--- config.mk ---
export PLATFORM = sky130hd
export DESIGN_NAME = i2c_target
export DESIGN_NICKNAME = d
export VERILOG_FILES = /design/src/rtl/i2c_pkg.sv /design/src/rtl/i2c_line_cond.sv /design/src/rtl/i2c_target.sv
export SDC_FILE = /design/constraint.sdc
export NUM_CORES = 1
export LEC_CHECK = 0
export ABC_AREA = 1
export BUFFER_PORTS_ARGS = -buffer_cell sky130_fd_sc_hd__buf_2
export CAP_MARGIN = 20
export CORE_MARGIN = 5
export CORE_UTILIZATION = 54
export CTS_BUF_LIST = sky130_fd_sc_hd__clkbuf_8
export DETAILED_ROUTE_END_ITERATION = 7
export PLACE_DENSITY_LB_ADDON = 0.2
export SLEW_MARGIN = 10
export SYNTH_ARGS = -nofsm -noshare
export SYNTH_HDL_FRONTEND = slang
export SYNTH_SLANG_ARGS = --single-unit
export TNS_END_PERCENT = 50
--- constraint.sdc ---
create_clock -name iClk -period 1.4 [get_ports iClk]
set_input_delay 0.21 -clock iClk [delete_from_list [all_inputs] [get_ports iClk]]
set_output_delay 0.21 -clock iClk [all_outputs]
set_load 0.02 [all_outputs]
--- src/rtl/i2c_pkg.sv ---
// Shared definitions for the I2C register target: FSM states, bus-level constants and widths.
package i2c_pkg;

  typedef enum logic [3:0] {
    IDLE,
    ADDR,
    ADDR_ACK,
    PTR,
    PTR_ACK,
    WDATA,
    WDATA_ACK,
    RDATA,
    RDATA_ACK,
    IGNORE
  } i2c_state_e;

  localparam logic ACK       = 1'b0;
  localparam logic NACK      = 1'b1;
  localparam logic LINE_IDLE = 1'b1;

  localparam int unsigned BYTE_W = 8;
  localparam int unsigned CNT_W  = 4;

endpackage

--- src/rtl/i2c_line_cond.sv ---
// Conditions one asynchronous I2C line: 2-flop synchronizer, optional 3-sample majority
// filter (I2C_TGT_GLITCH_FILTER_EN) and rise/fall detection.
module i2c_line_cond
  import i2c_pkg::*;
(
  input  logic clk,
  input  logic rst,
  input  logic line_i,
  output logic level_c,
  output logic rise_c,
  output logic fall_c
);

  logic [1:0] sync_q, sync_d;
  logic       prev_q, prev_d;
  logic       line_c;

`ifdef I2C_TGT_GLITCH_FILTER_EN
  logic [2:0] hist_q, hist_d;

  always_comb begin
    hist_d = {hist_q[1:0], sync_q[1]};
  end

  always_ff @(posedge clk) begin
    if (rst) hist_q <= {3{LINE_IDLE}};
    else     hist_q <= hist_d;
  end

  // Majority of three history samples: a single-cycle pulse never wins the vote
  assign line_c = (hist_q[0] & hist_q[1]) | (hist_q[0] & hist_q[2]) | (hist_q[1] & hist_q[2]);
`else
  assign line_c = sync_q[1];
`endif

  always_comb begin
    sync_d = {sync_q[0], line_i};
    prev_d = line_c;
  end

  always_ff @(posedge clk) begin
    if (rst) begin
      sync_q <= {2{LINE_IDLE}};
      prev_q <= LINE_IDLE;
    end else begin
      sync_q <= sync_d;
      prev_q <= prev_d;
    end
  end

  assign level_c = line_c;
  assign rise_c  = line_c & ~prev_q;
  assign fall_c  = ~line_c & prev_q;

endmodule

--- src/rtl/i2c_target.sv ---
// I2C target exposing NUM_REGS byte registers behind an auto-incrementing pointer.
// Optional input glitch filter selected with I2C_TGT_GLITCH_FILTER_EN.
module i2c_target
  import i2c_pkg::*;
#(
  parameter logic [6:0]  TGT_ADDR = 7'h50,
  parameter int unsigned NUM_REGS = 16
) (
  input  logic                        iClk,
  input  logic                        iRst,
  input  logic                        iSCL,
  input  logic                        iSDA,
  output logic                        oSDAoe,
  output logic [$clog2(NUM_REGS)-1:0] oRegAddr,
  output logic                        oRegWrEn,
  output logic [BYTE_W-1:0]           oRegWrData,
  input  logic [BYTE_W-1:0]           iRegRdData,
  output logic                        oBusy
);

  localparam int unsigned AW = $clog2(NUM_REGS);

  logic scl_c, scl_rise_c, scl_fall_c;
  logic sda_c, sda_rise_c, sda_fall_c;
  logic start_c, stop_c, byte_done_c, addr_match_c;

  i2c_state_e state_q, state_d;

  logic [CNT_W-1:0]  bit_cnt_q, bit_cnt_d;
  logic [BYTE_W-1:0] shift_q, shift_d;
  logic [AW-1:0]     reg_addr_q, reg_addr_d;
  logic              wr_en_q, wr_en_d;
  logic [BYTE_W-1:0] wr_data_q, wr_data_d;
  logic              busy_q, busy_d;
  logic              mack_q, mack_d;
  logic              sda_oe_q, sda_oe_d;

  i2c_line_cond u_scl_cond (
    .clk     (iClk),
    .rst     (iRst),
    .line_i  (iSCL),
    .level_c (scl_c),
    .rise_c  (scl_rise_c),
    .fall_c  (scl_fall_c)
  );

  i2c_line_cond u_sda_cond (
    .clk     (iClk),
    .rst     (iRst),
    .line_i  (iSDA),
    .level_c (sda_c),
    .rise_c  (sda_rise_c),
    .fall_c  (sda_fall_c)
  );

  assign start_c      = sda_fall_c & scl_c;
  assign stop_c       = sda_rise_c & scl_c;
  assign byte_done_c  = (bit_cnt_q == CNT_W'(8));
  assign addr_match_c = (shift_q[7:1] == TGT_ADDR);

  always_ff @(posedge iClk) begin
    if (iRst) state_q <= IDLE;
    else      state_q <= state_d;
  end

  // Byte boundaries advance on SCL falling edges so SDA only moves while SCL is low
  always_comb begin
    state_d = state_q;
    if (stop_c) begin
      state_d = IDLE;
    end else if (start_c) begin
      state_d = ADDR;
    end else begin
      case (state_q)
        IDLE:      state_d = IDLE;
        ADDR:      if (scl_fall_c && byte_done_c) state_d = addr_match_c ? ADDR_ACK : IGNORE;
        ADDR_ACK:  if (scl_fall_c) state_d = shift_q[0] ? RDATA : PTR;
        PTR:       if (scl_fall_c && byte_done_c) state_d = PTR_ACK;
        PTR_ACK:   if (scl_fall_c) state_d = WDATA;
        WDATA:     if (scl_fall_c && byte_done_c) state_d = WDATA_ACK;
        WDATA_ACK: if (scl_fall_c) state_d = WDATA;
        RDATA:     if (scl_fall_c && (bit_cnt_q == CNT_W'(7))) state_d = RDATA_ACK;
        RDATA_ACK: if (scl_fall_c) state_d = (mack_q == ACK) ? RDATA : IGNORE;
        IGNORE:    state_d = IGNORE;
        default:   state_d = IDLE;
      endcase
    end
  end

  always_comb begin
    bit_cnt_d  = bit_cnt_q;
    shift_d    = shift_q;
    reg_addr_d = reg_addr_q;
    wr_en_d    = 1'b0;
    wr_data_d  = wr_data_q;
    busy_d     = busy_q;
    mack_d     = mack_q;
    if (stop_c) begin
      bit_cnt_d = '0;
      shift_d   = '0;
      busy_d    = 1'b0;
    end else if (start_c) begin
      // A repeated START keeps busy and the pointer; an unaddressed START leaves busy low
      bit_cnt_d = '0;
      shift_d   = '0;
    end else begin
      case (state_q)
        ADDR, PTR, WDATA: begin
          if (scl_rise_c) begin
            shift_d   = {shift_q[6:0], sda_c};
            bit_cnt_d = bit_cnt_q + CNT_W'(1);
          end else if (scl_fall_c && byte_done_c) begin
            bit_cnt_d = '0;
            if (state_q == ADDR) busy_d = addr_match_c;
            if (state_q == PTR)  reg_addr_d = AW'(shift_q);
            if (state_q == WDATA) begin
              wr_en_d   = 1'b1;
              wr_data_d = shift_q;
            end
          end
        end
        ADDR_ACK: begin
          if (scl_fall_c && shift_q[0]) begin
            shift_d   = iRegRdData;
            bit_cnt_d = '0;
          end
        end
        WDATA_ACK: begin
          if (scl_fall_c) reg_addr_d = reg_addr_q + AW'(1);
        end
        RDATA: begin
          if (scl_fall_c) begin
            if (bit_cnt_q == CNT_W'(7)) begin
              bit_cnt_d = '0;
            end else begin
              shift_d   = {shift_q[6:0], 1'b0};
              bit_cnt_d = bit_cnt_q + CNT_W'(1);
            end
          end
        end
        RDATA_ACK: begin
          // Advance on the ACK itself so the next byte is valid by the closing fall
          if (scl_rise_c) begin
            mack_d = sda_c;
            if (sda_c == ACK) reg_addr_d = reg_addr_q + AW'(1);
          end else if (scl_fall_c && (mack_q == ACK)) begin
            shift_d   = iRegRdData;
            bit_cnt_d = '0;
          end
        end
        default: ;
      endcase
    end
  end

  always_comb begin
    sda_oe_d = NACK;
    case (state_d)
      ADDR_ACK, PTR_ACK, WDATA_ACK: sda_oe_d = ACK;
      RDATA:                        sda_oe_d = shift_d[7];
      default:                      sda_oe_d = NACK;
    endcase
  end

  always_ff @(posedge iClk) begin
    if (iRst) begin
      bit_cnt_q  <= '0;
      shift_q    <= '0;
      reg_addr_q <= '0;
      wr_en_q    <= 1'b0;
      wr_data_q  <= '0;
      busy_q     <= 1'b0;
      mack_q     <= NACK;
      sda_oe_q   <= 1'b1;
    end else begin
      bit_cnt_q  <= bit_cnt_d;
      shift_q    <= shift_d;
      reg_addr_q <= reg_addr_d;
      wr_en_q    <= wr_en_d;
      wr_data_q  <= wr_data_d;
      busy_q     <= busy_d;
      mack_q     <= mack_d;
      sda_oe_q   <= sda_oe_d;
    end
  end

  assign oSDAoe     = sda_oe_q;
  assign oRegAddr   = reg_addr_q;
  assign oRegWrEn   = wr_en_q;
  assign oRegWrData = wr_data_q;
  assign oBusy      = busy_q;

endmodule

## Word level (Yosys, flattened, before mapping)

Index checks and enable logic that the tools add are counted.

| storage, ports and cells | value |
|---|---|
| flip-flop bits (word level) | 38 |
| output and inout bits | 15 |
| input bits | 12 |
| word-level logic and storage cells | 118 |

| operators by class | value |
|---|---|
| multiplexer cells | 39 |
| eq/ne operators | 29 |
| bitwise logic cells | 16 |
| $add $sub $neg | 2 |
| reductions and logical operators | 18 |

Operators by type and width:

| operator | number |
|---|---|
| $mux W4 | 24 |
| $mux W8 | 8 |
| $eq A4 B3 Y1 const B | 8 |
| $pmux W4 S8 | 1 |
| $pmux W8 S4 | 1 |
| $ne A2 B2 Y1 const B | 12 |
| $pmux W4 S4 | 1 |
| $eq A4 B2 Y1 const B | 3 |
| $eq A4 B4 Y1 const B | 3 |
| $pmux W4 S3 | 1 |
| $reduce_and A6 Y1 | 2 |
| $not A1 Y1 | 10 |
| $reduce_and A9 Y1 | 1 |
| $reduce_or A3 Y1 | 3 |
| $add A4 B1 Y4 const B | 2 |
| $eq A7 B7 Y1 const B | 1 |
| $reduce_and A7 Y1 | 1 |
| $and A1 B1 Y1 | 6 |
| $reduce_or A6 Y1 | 1 |
| $reduce_and A5 Y1 | 1 |
| $eq A4 B1 Y1 const B | 1 |
| $logic_and A1 B1 Y1 | 4 |
| $reduce_and A4 Y1 | 1 |
| $reduce_bool A4 Y1 | 1 |
| 6 further kinds | 7 |

## Depth between registers and ports, before layout

| depth | value |
|---|---|
| depth after elaboration | 10 |
| depth in mapped cells | 14 |
| gate-level depth less buffers | 14 |

## By module

From an unflattened synthesis, not the netlist that was laid out.

| second synthesis, totals | value |
|---|---|
| cells, all modules | 325 |
| area, all modules | 2,104.5 sq um |

By module, submodules not included:

| module | seq. area each (sq um) | cells each | times used | area each (sq um) |
|---|---|---|---|---|
| i2c_target | 640.6 | 299 | 1 | 1,909.3 |
| i2c_line_cond | 60.1 | 13 | 2 | 97.6 |

## Least setup slack after synthesis

No wires, ideal clock.

| path | value |
|---|---|
| kind | register -> register |
| start point | reg bit_cnt_q[0] |
| end point | reg sda_oe_q, in the netlist oSDAoe |
| stages on the path, launching flop included | 15 |
| setup time | 120 ps |
| required time | 1,280 ps |
| slack | -50 ps |
| data arrival time | 1,330 ps |
| period minus slack after synthesis | 1,450 ps |
| path buffers | 0 |
| path through | dfxtp_1 -> inv_1 -> ha_1 -> nand2_1 -> inv_1 -> nand3_2 -> nor2_1 -> nand2_1 -> nand2_1 -> inv_1 -> nand3_1 -> nand2_1 -> inv_1 -> nand2_1 -> nand3_1 |

| on the way | value |
|---|---|
| longest elaborated chain between the ends | 9 |
| elaborated cells between the ends (all ways) | 22 |
| those cells by class | 6 x eq/ne; 13 x mux; 3 x reduce/logical |

Ends and longest elaborated chain:

| element | RTL line | RTL |
|---|---|---|
| from (decl) | i2c_target.sv:29 | `logic [CNT_W-1:0] bit_cnt_q, bit_cnt_d;` |
| from (signal assigned) | i2c_target.sv:176 | `bit_cnt_q <= bit_cnt_d;` |
| $eq A4 B3 Y1 / $eq A4 B4 Y1 (equally long branches) | i2c_target.sv:82, i2c_target.sv:133, i2c_target.sv:58 |  |
| $logic_and A1 B1 Y1, on equally long branches | n/a |  |
| $mux W4, on equally long branches | n/a |  |
| $pmux W4 S8 | i2c_target.sv:74 | `case (state_q)` |
| $mux W4 | i2c_target.sv:71 | `end else if (start_c) begin` |
| $mux W4 | i2c_target.sv:69 | `if (stop_c) begin` |
| $eq A4 B2 Y1 / $eq A4 B3 Y1 (equally long branches) | i2c_target.sv:158 | `case (state_d)` |
| $reduce_or A3 Y1 | i2c_target.sv:158 |  |
| $pmux W1 S2 (*) | i2c_target.sv:158 |  |
| to (signal assigned) | i2c_target.sv:183 | `sda_oe_q <= sda_oe_d;` |
| to (decl) | i2c_target.sv:36 | `logic sda_oe_q, sda_oe_d;` |

Mark *: on every way between the ends. The rest lies on a longest branch, timed or not. The select of a mux whose other input is x is not followed.
A chain may end at the register's enable or synchronous reset.

## Worst setup path in the final report

Ends and elaborated chain as after synthesis.

==> results.yml <==
timing:
  setup_ws_ns: -0.361
  hold_viol: 0
  timing.setup.tns_ns: -6.50
  maxSlewViolCount: 0
  tightest_slew_ns: 0.396
  min_period_ns: 1.76
  slew_headroom_pct: 73.3
  clock_skew_ns: 0.0124
  setup_viol: 32
  post-route-period-util_pct: 126
  rsz0062_at_grt: "yes"
  fmax_mhz: 568
critical_path:
  end_kind: "flop"
  critical_path_required_ns: 1.60
  cp-startpoint: "bit_cnt_q[0]$_SDFFE_PP0P_"
  slowest_stage: "dfxtp_2"
  crit_end: "oSDAoe$_SDFF_PP1_"
  worstPathMaxFanout: 4
  worst-r2r-cell-count: 10
  worstPathArrival_ns: 1.96
  crit_type: "reg2reg"
  crit_top_cell: "nand2_1"
  crit_chain: "ha_2, nand3_2, o21ai_0, nand2_2, inv_1, nand2_1, nor2_1, nand4_1, nand2_1, nand3_1"
  reg2reg_from: "bit_cnt_q[0]$_SDFFE_PP0P_"
  cp.buffers_inverters: 1
  path_depth: 10
  r2r_end: "oSDAoe$_SDFF_PP1_"
  critPathTopFamily: "simple AND/OR/NAND/NOR gates"
  crit_path_start_kind: "flop"
  reg2reg_slack_ns: -0.36
  max_stage_delay_ns: 0.36
detailed_routing:
  drt-initial-drc-count: 369
  ant_nets: 0
  drc_errors: 0
  wl_per_cell_um: 20.8
  post_drt_via_cell_ratio: 6.28
  routed_wl_um: 9430
  vias: 2849
  first_pass_iters: 5
global_routing:
  grt_max_degree: 15
  antenna_found_initial: 0
  track_usage_pct: 29.9
  grt_pass1_wl_um: 11900
  grt-ovfl-total: 0
  grt_pass1_vias: 2528
synthesis:
  netlist_area_sq_um: 2060
  synth.avg_cell_area_sq_um: 6.70
  ys_types: 33
  ys_ff_latch: 38
  ys_seq_area_share_pct: 36.9
  syn_inst: 308
  synth_nets: 323
  ys_warn_count: 0
placement:
  portBuffers: 26
  dpl.hpwl_um: 4550
  gp_congestion: 0.903
  place_area_sq_um: 2690
clocking:
  clk_pin_slew_ns: 0.08
  cts_max_level: 2
  root_buffer: "clkbuf_8"
  cts_sinks: 38
  cts_tree: "built"
  cts_buffer_depth: 2
  clkLatencyLatePin_ns: 0.32
  ctsHoldBuffers: 0
  numCtsBuffers: 5
hold_path:
  hold_class: "in2reg"
finish:
  fillers: 149
  final_common_cell: "buf_4"
  n_antenna_cell: 0
  drive_gt1_share_pct: 53.7
  final_cell_area_sq_um: 3390
  area_growth_pct: 64.2
  mostFrequentLayoutCells: "buf_4, nand2_1, nor2_1"
  fin_nets: 420
floorplanning:
  design.die.area_sq_um: 5160
  die_w_um: 71.8
  start_util_pct: 55.9
  fp.dieH_um: 71.8
  rows: 22
  ios: 27
  coreArea_sq_um: 3690
run_status:
  status: "finished, violations left"
  violations: "setup timing"
job:
  max-cap-violations: 0
power:
  leakage_nw: 1.56
  swShare_pct: 23.3
  internal_power_mw: 1.95
  pwr-share-comb_pct: 10.3
  peakVddDrop_v: 0.000892
  switchingPower_mw: 0.595
  power_frac_clock_pct: 46.7
  p_seq_share_pct: 43.0
  p_per_area_nw_per_um2: 752
worst min-delay path by stage:
stage	from	to	slack, ns	cells past startpoint
final	iSDA	u_sda_cond.sync_q[0]$_SDFF_PP1_	0.09	2
after global routing	iSDA	u_sda_cond.sync_q[0]$_SDFF_PP1_	0.08	2
after CTS	iSDA	u_sda_cond.sync_q[0]$_SDFF_PP1_	0.09	2
after detailed placement	iSDA	u_sda_cond.sync_q[0]$_SDFF_PP1_	0.40	2
after global placement	u_sda_cond.sync_q[0]$_SDFF_PP1_	u_sda_cond.sync_q[1]$_SDFF_PP1_	0.39	1
after floorplan	iSCL	u_scl_cond.sync_q[0]$_SDFF_PP1_	0.31	1
flip-flops by register name, summed over array words and instances (netlist names), 2 cells and up:
signal,count
oRegWrData,8
u_sda_cond.sync_q,2
shift_q,8
u_scl_cond.sync_q,2
state_q,4
oRegAddr,4
bit_cnt_q,4
worst reg2reg max path, cell delays in order (launching register included):
cell     delay (ns)
dfxtp_2        0.36
ha_2           0.20
nand3_2        0.10
o21ai_0        0.30
nand2_2        0.12
inv_1          0.07
nand2_1        0.09
nor2_1         0.15
nand4_1        0.09
nand2_1        0.08
nand3_1        0.08
what timing repair did:
item | CTS | global route
resized for setup | 94 | 35
hold endpoints to repair | 0 | 0
endpoints found under the setup margin | 32 | 32
pin swaps | 39 | 21
setup buffers | 13 | 4
per-stage QoR:
stage	setup WS, ns	util, %	hold WS (ns)	std cells	total power, mW
final	-0.361	91.8	0.0873	454	2.55
after global routing	-0.460	91.8	0.0792	454	2.60
after CTS	-0.170	87.4	0.0940	450	2.47
after detailed placement	-0.263	72.9	0.395	430	1.29
after global placement	-0.226	72.9	0.391	430	1.29
after floorplan	-0.00764	-	0.314	308	1.22
cell usage after synthesis:
cell,instances,area share [%]
a211oi_1,6,2.2
o21ai_2,1,0.42
o211ai_1,1,0.36
nand3_2,2,0.97
nor3b_2,2,1.2
xor2_1,2,0.85
xnor2_1,1,0.42
inv_1,35,6.4
nor2_4,1,0.55
ha_1,3,1.8
inv_2,2,0.36
nand4_1,1,0.30
nor3_4,1,0.79
or2_2,4,1.2
o21ai_1,3,0.73
buf_6,1,0.55
nor2_1,53,9.6
a21oi_1,17,4.1
nand3b_1,1,0.36
o31ai_1,1,0.36
nand2_1,64,12
nor2_2,3,0.91
nand2_2,5,1.5
o2111a_1,1,0.55
o311ai_0,1,0.42
nor3_1,1,0.24
clkbuf_1,3,0.55
o21a_1,2,0.73
dfxtp_1,38,37
and2_1,1,0.30
nand3_1,24,5.8
o21ai_0,26,6.3
nand2_4,1,0.55
power groups by stage:
stage | logic [mW] | clock network (mW) | registers [mW]
detailed placement | 0.164 | 0 | 1.13
floorplan | 0.0950 | 0 | 1.13
CTS | 0.216 | 1.16 | 1.09
global placement | 0.161 | 0 | 1.13
global route | 0.274 | 1.23 | 1.10
finish | 0.261 | 1.19 | 1.10
logic make-up (layout without fill, tap and decap cells):
group,Yosys count,after routing,share of synthesized area (%)
and+or+nand+nor,164,164,36.0
AOI/OAI and AO/OA,59,59,16.2
adders and majority gates,3,3,1.82
xor gates and xnor gates,3,3,1.27
buffers and inverters,41,139,7.82
DFF,38,38,36.9
routing by layer:
metal	up-vias	global-route usage [%]	wire length, um
met4	0	16.7	841
met5	-	0	0
met2	249	49.3	4260
met1	1300	34.1	3410
met3	99	9.40	917
li1	1201	-	-
area by class of cell:
type	instances	area, sq um	area share, %
tap	48	60.1	1.77
multi-input combinational	229	1550	45.8
clock buffer	6	82.6	2.44
timing repair buffer	94	696	20.5
clock inverter	2	60.1	1.77
inverter	37	149	4.40
sequential	38	787	23.2
(Power assumes the default switching activity.)
